--- src/rtl/ex_alu_fwd_access.sv ---
// ex_alu_fwd_access: execute stage with operand forwarding, ALU, store-lane steering and registered load data
module ex_alu_fwd_access (
    input  logic        clk,
    input  logic        rst,
    input  logic [4:0]  rs,
    input  logic [4:0]  rt,
    input  logic [31:0] rd1,
    input  logic [31:0] rd2,
    input  logic [31:0] ext_imm,
    input  logic        alu_src,
    input  logic [3:0]  aluop,
    input  logic [4:0]  sa,
    input  logic        mem_we,
    input  logic [4:0]  mem_rw,
    input  logic [31:0] mem_wd,
    input  logic        wb_we,
    input  logic [4:0]  wb_rw,
    input  logic [31:0] wb_wd,
    input  logic        use_mem_back,
    input  logic        use_wb_back,
    input  logic        mem_write,
    input  logic        is_byte,
    input  logic        is_half,
    input  logic [31:0] br_rdata,
    output logic [31:0] f_rd1,
    output logic [31:0] f_rd2,
    output logic [31:0] alu_c,
    output logic [31:0] sum,
    output logic        zero,
    output logic [31:0] br_addr,
    output logic [31:0] br_wdata,
    output logic [3:0]  br_be,
    output logic        br_we,
    output logic [31:0] dm_out
);
    logic        mem_ok;
    logic        wb_ok;
    logic [31:0] a;
    logic [31:0] b;
    logic [3:0]  lane_be;

    assign mem_ok = use_mem_back & mem_we & (mem_rw != 5'd0);
    assign wb_ok  = use_wb_back & wb_we & (wb_rw != 5'd0);

    // Forward the youngest in-flight result; MEM is newer than WB, r0 never forwards
    always_comb begin
        f_rd1 = (mem_ok && mem_rw == rs) ? mem_wd : (wb_ok && wb_rw == rs) ? wb_wd : rd1;
        f_rd2 = (mem_ok && mem_rw == rt) ? mem_wd : (wb_ok && wb_rw == rt) ? wb_wd : rd2;
    end

    assign a     = f_rd1;
    assign b     = alu_src ? ext_imm : f_rd2;
    assign sum   = a + b;
    assign zero  = (alu_c == 32'd0);

    // ALU function select; add/sub wrap silently with no overflow detection
    always_comb begin
        case (aluop)
            4'd0:    alu_c = a + b;
            4'd1:    alu_c = a - b;
            4'd2:    alu_c = a & b;
            4'd3:    alu_c = a | b;
            4'd4:    alu_c = a ^ b;
            4'd5:    alu_c = ~(a | b);
            4'd6:    alu_c = {31'd0, $signed(a) < $signed(b)};
            4'd7:    alu_c = {31'd0, a < b};
            4'd8:    alu_c = b << sa;
            4'd9:    alu_c = b >> sa;
            4'd10:   alu_c = $signed(b) >>> sa;
            4'd11:   alu_c = b << a[4:0];
            4'd12:   alu_c = b >> a[4:0];
            4'd13:   alu_c = $signed(b) >>> a[4:0];
            4'd14:   alu_c = b << 16;
            default: alu_c = b;
        endcase
    end

    assign br_addr = sum;
    assign br_we   = mem_write;

    // Steer store data into lanes; byte wins over half when both are requested
    always_comb begin
        lane_be  = is_byte ? (4'b0001 << sum[1:0]) : is_half ? (sum[1] ? 4'b1100 : 4'b0011) : 4'b1111;
        br_be    = mem_write ? lane_be : 4'b0000;
        br_wdata = is_byte ? {4{f_rd2[7:0]}} : is_half ? {2{f_rd2[15:0]}} : f_rd2;
    end

    // Register bridge read data unmodified; lane extraction happens downstream
    always_ff @(posedge clk or negedge rst) begin
        if (!rst) dm_out <= 32'd0;
        else      dm_out <= br_rdata;
    end
endmodule

--- config.mk ---
export PLATFORM = sky130hd
export DESIGN_NAME = ex_alu_fwd_access
export DESIGN_NICKNAME = d
export VERILOG_FILES = /design/src/rtl/ex_alu_fwd_access.sv
export SDC_FILE = /design/constraint.sdc
export NUM_CORES = 1
export LEC_CHECK = 0
export CORE_UTILIZATION = 30
export CTS_CLUSTER_SIZE = 14
export DETAILED_ROUTE_END_ITERATION = 8
export HOLD_SLACK_MARGIN = 0.06
export SLEW_MARGIN = 20
export SYNTH_ARGS = -nofsm -noshare
export SYNTH_HDL_FRONTEND = slang
export SYNTH_SLANG_ARGS = --single-unit
--- constraint.sdc ---
create_clock -name clk -period 8.3 [get_ports clk]
set_input_delay 0.83 -clock clk [delete_from_list [all_inputs] [get_ports clk]]
set_output_delay 0.83 -clock clk [all_outputs]
set_load 0.01 [all_outputs]
* Word-level counts from Yosys, hierarchy flattened
Cells that the tools add are included.
** Storage, ports and cells
- Register bits :: 32
- Latch bits :: 0
- Memory bits (writable) :: 0
- Bits in read-only memories :: 0
- Input port bits :: 231
- Output and inout bits :: 230
- Logic and storage cells :: 58
- Memories kept :: 0
** Operators by class
- Add/sub/neg operators :: 2
- $mul :: 0
- Divide/modulo/power cells :: 0
- Order comparisons :: 2
- Equal/unequal tests :: 18
- Shifts and indexed selects :: 7
- Multiplexer cells :: 12
- Bitwise logic cells :: 8
- Reductions and logical operators :: 8
** Operators with widths (count)
- $pmux W32 S15 :: 1
- $mux W32 :: 7
- $lt A32 B32 Y1 :: 2
- $shl A32 B5 Y32 :: 2
- $shr A32 B5 Y32 :: 2
- $sshr A32 B5 Y32 :: 2
- $add A32 B32 Y32 :: 1
- $and A32 B32 Y32 :: 1
- $logic_not A32 Y1 :: 1
- $not A32 Y32 :: 1
- $or A32 B32 Y32 :: 1
- $sub A32 B32 Y32 :: 1
- $xor A32 B32 Y32 :: 1
- $eq A4 B4 Y1 const B :: 7
- $eq A5 B5 Y1 :: 4
- $eq A4 B3 Y1 const B :: 4
- $mux W4 :: 4
- $reduce_bool A5 Y1 :: 2
- $eq A4 B2 Y1 const B :: 2
- $and A1 B1 Y1 :: 4
- $eq A4 B1 Y1 const B :: 1
- $logic_and A1 B1 Y1 :: 4
- $logic_not A4 Y1 :: 1
- $shl A1 B2 Y4 const A :: 1

* Depth between registers and ports, before layout
- Word-level depth :: 11
- Mapped depth :: 26
- Depth with buffers taken out :: 23

* Worst setup path after synthesis
No wires, ideal clock.
- Path kind :: input -> output
- From :: input wb_rw[4]
- To :: output zero
- Data arrival time :: 6.413 ns
- Required time :: 7.470 ns
- Slack :: 1.057 ns
- Stages :: 26
- Buffers on the path :: 3
- Path through :: buf_6 or4_4 o211a_4 buf_6 buf_6 a21boi_0 o22a_1 a21boi_2 inv_1 ha_1 inv_1 fa_1 a21o_1 a311oi_1 a211oi_1 a221o_1 a21oi_1 o21ai_0 a32oi_1 a2bb2oi_1 a2111oi_0 a31oi_1 nor4_1 o2111ai_1 or4_1 nor3_2
** On the way
- Word-level cells in the longest chain between the ends :: 10
** Ends and longest elaborated chain
- start, declared :: RTL line 17 : input logic [4:0] wb_rw,
- branches (longest 8 deep; another with $sub A32 B32 Y32)
- $pmux W32 S15 * :: RTL line 58 : case (aluop)
- $logic_not A32 Y1 * :: RTL line 54 : assign zero = (alu_c == 32'd0);
- end, declared :: RTL line 29 : output logic zero,
Mark *: on every way between the ends.

* Worst setup path in the final report
- From :: input mem_rw[1]
- To :: output alu_c[27]
** On the way
- Word-level cells in the longest chain between the ends :: 8
** Ends and longest elaborated chain
- start, declared :: RTL line 14 : input logic [4:0] mem_rw,
- branches (longest 7 deep; another with $sub A32 B32 Y32)
- $pmux W32 S15 * :: RTL line 58
- end, declared :: RTL line 27 : output logic [31:0] alu_c,
Marked as above.

==> results.sh <==
export IMPL_portBuffers=460
export IMPL_p_per_area_nw_per_um2=118.0
export IMPL_drt_iter0_markers=3197
export IMPL_synth_sequential_area_ratio_pct=5.100
export IMPL_route_vias_total=23240
export IMPL_antenna_found_initial=7
export IMPL_finalCriticalPeriod_ps=8162
export IMPL_synth_ff_type="dfrtp_1"
export IMPL_synth_area_leaders="mux2i_1, ha_1, nand2_1"
export IMPL_leakagePower_uw=0.01023
export IMPL_overflow=0
export IMPL_status="finished clean"
export IMPL_fp_dieW_um=230.8
export IMPL_slew_violations=0
export IMPL_synth_area_um2=15700
export IMPL_yosys_area_share_simple_pct=19.98
export IMPL_ant_nets=0
export IMPL_rows=83
export IMPL_synth_edf_count=0
export IMPL_syn_avg_cell_area_um2=6.939
export IMPL_crit_path_max_fanout=8
export IMPL_post_synth_top_area_cell="mux2i_1"
export IMPL_reg_top3="dm_out: 32 flops"
export IMPL_clkSinkCount=32
export IMPL_synth_top_area_share_pct=14.09
export IMPL_timing_hold_ws_ps=957.5
export IMPL_start_util_pct=30.48
export IMPL_synth_compound_area_share_pct=34.88
export IMPL_core_area_um2=51510
export IMPL_synthMuxAreaShare_pct=18.40
export IMPL_synth_cell_types=100
export IMPL_crit_arrival_ps=7330
export IMPL_ir_drop_mv=0.09370
export IMPL_synthTopCellsByCount="nand2_1, mux2i_1, nor2_1"
export IMPL_max_freq_ghz=0.1225
export IMPL_yosysMostFrequentCell="nand2_1"
export IMPL_hold_path_class="input port to async pin"
export IMPL_grt_pass1_wl_mm=162.5
export IMPL_worstMarginPinSlew_ps=1111
export IMPL_ys_ff_latch=32
export IMPL_holdBufCountCts=0
export IMPL_placed_cell_area_um2=23710
export IMPL_synth_top_family_by_area="compound AO/OA/AOI/OAI gates"
export IMPL_cts_root_buffer="clkbuf_16"
export IMPL_finalPower_uw=2836
export IMPL_io_pins=461
export IMPL_htreeDepth=2
export IMPL_syn_to_final_growth_pct=53.00
export IMPL_required_ps=7470
export IMPL_firstDrtPassIters=6
export IMPL_startpoint_type="input port"
export IMPL_synth_nets=2592
export IMPL_dp_hpwl_mm=97.22
export IMPL_ys_warnings_count=0
export IMPL_largest_reg_flops=32
export IMPL_final_area_um2=24020
export IMPL_die_h_um=230.8
export IMPL_drt_total_wl_mm=117.3
export IMPL_clockBufferDepth=2
export IMPL_drv_cap=0
export IMPL_synth_adder_area_share_pct=7.904
export IMPL_cts_made_buffers=5
export IMPL_syn_inst=2263
export IMPL_grt_max_degree=38
export IMPL_vias_per_cell=6.304
export IMPL_crit_path_end_kind="output port"
export IMPL_wl_per_cell_um=31.83
export IMPL_num_fill_cells=5343
export IMPL_synth_async_reset_ratio_pct=100.0
export IMPL_drc=0
export IMPL_cts_tree="yes"
export IMPL_synth_xor_area_share_pct=3.514
export IMPL_rsz0062_at_grt="no"
export IMPL_setup_ws_ps=138.0
export IMPL_drive_gt1_share_pct=20.78
export IMPL_setup_tns_ps=0
export IMPL_clk_pin_slew_ps=50
export IMPL_critical_path_class="input port to output port"
export IMPL_dpl_worst_slack_ps=-117.3
export IMPL_period_share_pct=98.34
export IMPL_grt_pass1_vias=22210
export IMPL_nNetsFinal=3332
export IMPL_die_area_um2=53260
export IMPL_max_slew_margin_pct=23.83
export IMPL_gp_congestion=1.129
export IMPL_hold_viol=0
export IMPL_top_register="dm_out"
export IMPL_track_usage_pct=42.00
export IMPL_setup_viol=0
[layer usage]
metal  up-vias  track usage [%]  part of all wire, %
li1       9936                -                    -
met1     11210            54.74                   41
met2      1699            63.03                   41
met3       388            10.40                   11
met4         8            22.76                  6.4
met5         -                0                0.044
[area by class of cell]
class / instances / area [µm²] / share of cell area [%]
antenna: 3 / 7.507 / 0.03125
clock buffer: 7 / 152.6 / 0.6354
sequential: 32 / 800.8 / 3.333
tap: 680 / 850.8 / 3.541
timing repair buffer: 943 / 8298 / 34.54
multi-input combinational: 1904 / 13460 / 56.04
inverter: 117 / 450.4 / 1.875
[report_power, final]
part	internal, µW	switching, µW
clock	125	55.6
combinational	1100	1390
sequential	164	1.96
[repair_timing]
item                       in CTS  in global routing
setup endpoints to repair       1                  5
pin swaps                       0                  6
buffers inserted                0                  3
resized for setup              10                 22
[layout by cell type, fill, tap and decap left out, types with 16 or more instances in the layout]
cell type	Yosys	final
mux2i_1	221	220
a31oi_1	30	28
o2111ai_1	17	17
a211oi_1	41	38
nand3_1	54	54
a221oi_1	43	43
mux2_2	40	40
o211ai_1	27	27
a22oi_1	41	40
ha_1	96	96
inv_1	102	102
clkdlybuf4s50_1	0	459
and3_1	25	25
o21a_1	39	39
or3_1	23	22
nand2_1	241	241
nor2_1	189	185
o221ai_1	20	20
a21oi_1	145	142
o21bai_1	16	16
xnor2_1	53	53
a21boi_0	20	19
dfrtp_1	32	32
nor3_1	59	57
buf_4	56	475
o22ai_1	35	35
o21ai_0	129	124
a32oi_1	19	19
nand4_1	16	16
nand2b_1	17	17
[worst max-delay path: stages]
cell	delay [ps]
clkdlybuf4s50_1	450
or4_4	570
buf_4	160
o21ai_0	240
buf_4	160
or3_1	170
buf_4	180
buf_4	190
a31oi_1	150
mux2_2	360
ha_1	470
inv_1	90
a21oi_1	230
buf_4	160
o21ai_0	70
a21oi_1	150
nand2_1	70
o21ai_0	140
o221ai_1	290
a2111oi_0	390
o21ai_0	360
a31oi_1	260
o211ai_1	190
a211oi_1	310
buf_4	170
nor2_1	30
clkdlybuf4s50_1	490
[kinds of logic (layout without fill, tap and decap cells)]
kind of cell | count (synthesis) | count (layout)
AOI/OAI and AO/OA | 781 | 781
xor gates and xnor gates | 63 | 63
adders and majority gates | 98 | 98
buffers and inverters | 327 | 1067
DFF | 32 | 32
muxes | 275 | 275
other | 0 | 3
and+or+nand+nor | 687 | 687
[through the flow]
step / std cells / utilization (%)
6_report: 3686 / 46.64
2_1_floorplan: 2263 / -
3_5_place_dp: 3673 / 46.02
5_1_grt: 3683 / 46.63
4_1_cts: 3680 / 46.39
3_3_place_gp: 3673 / 46.02
[worst max-delay path by stage]
stage	startpoint	to	slack, ps	cells past startpoint
floorplan	wb_rw[4]	zero	1060	26
global placement	wb_rw[4]	zero	-110	25
detailed placement	wb_rw[4]	zero	-120	25
CTS	wb_rw[4]	zero	10	26
global route	mem_rw[1]	alu_c[27]	6	27
finish	mem_rw[1]	alu_c[27]	140	27
Power figures use the tool's default switching activity.
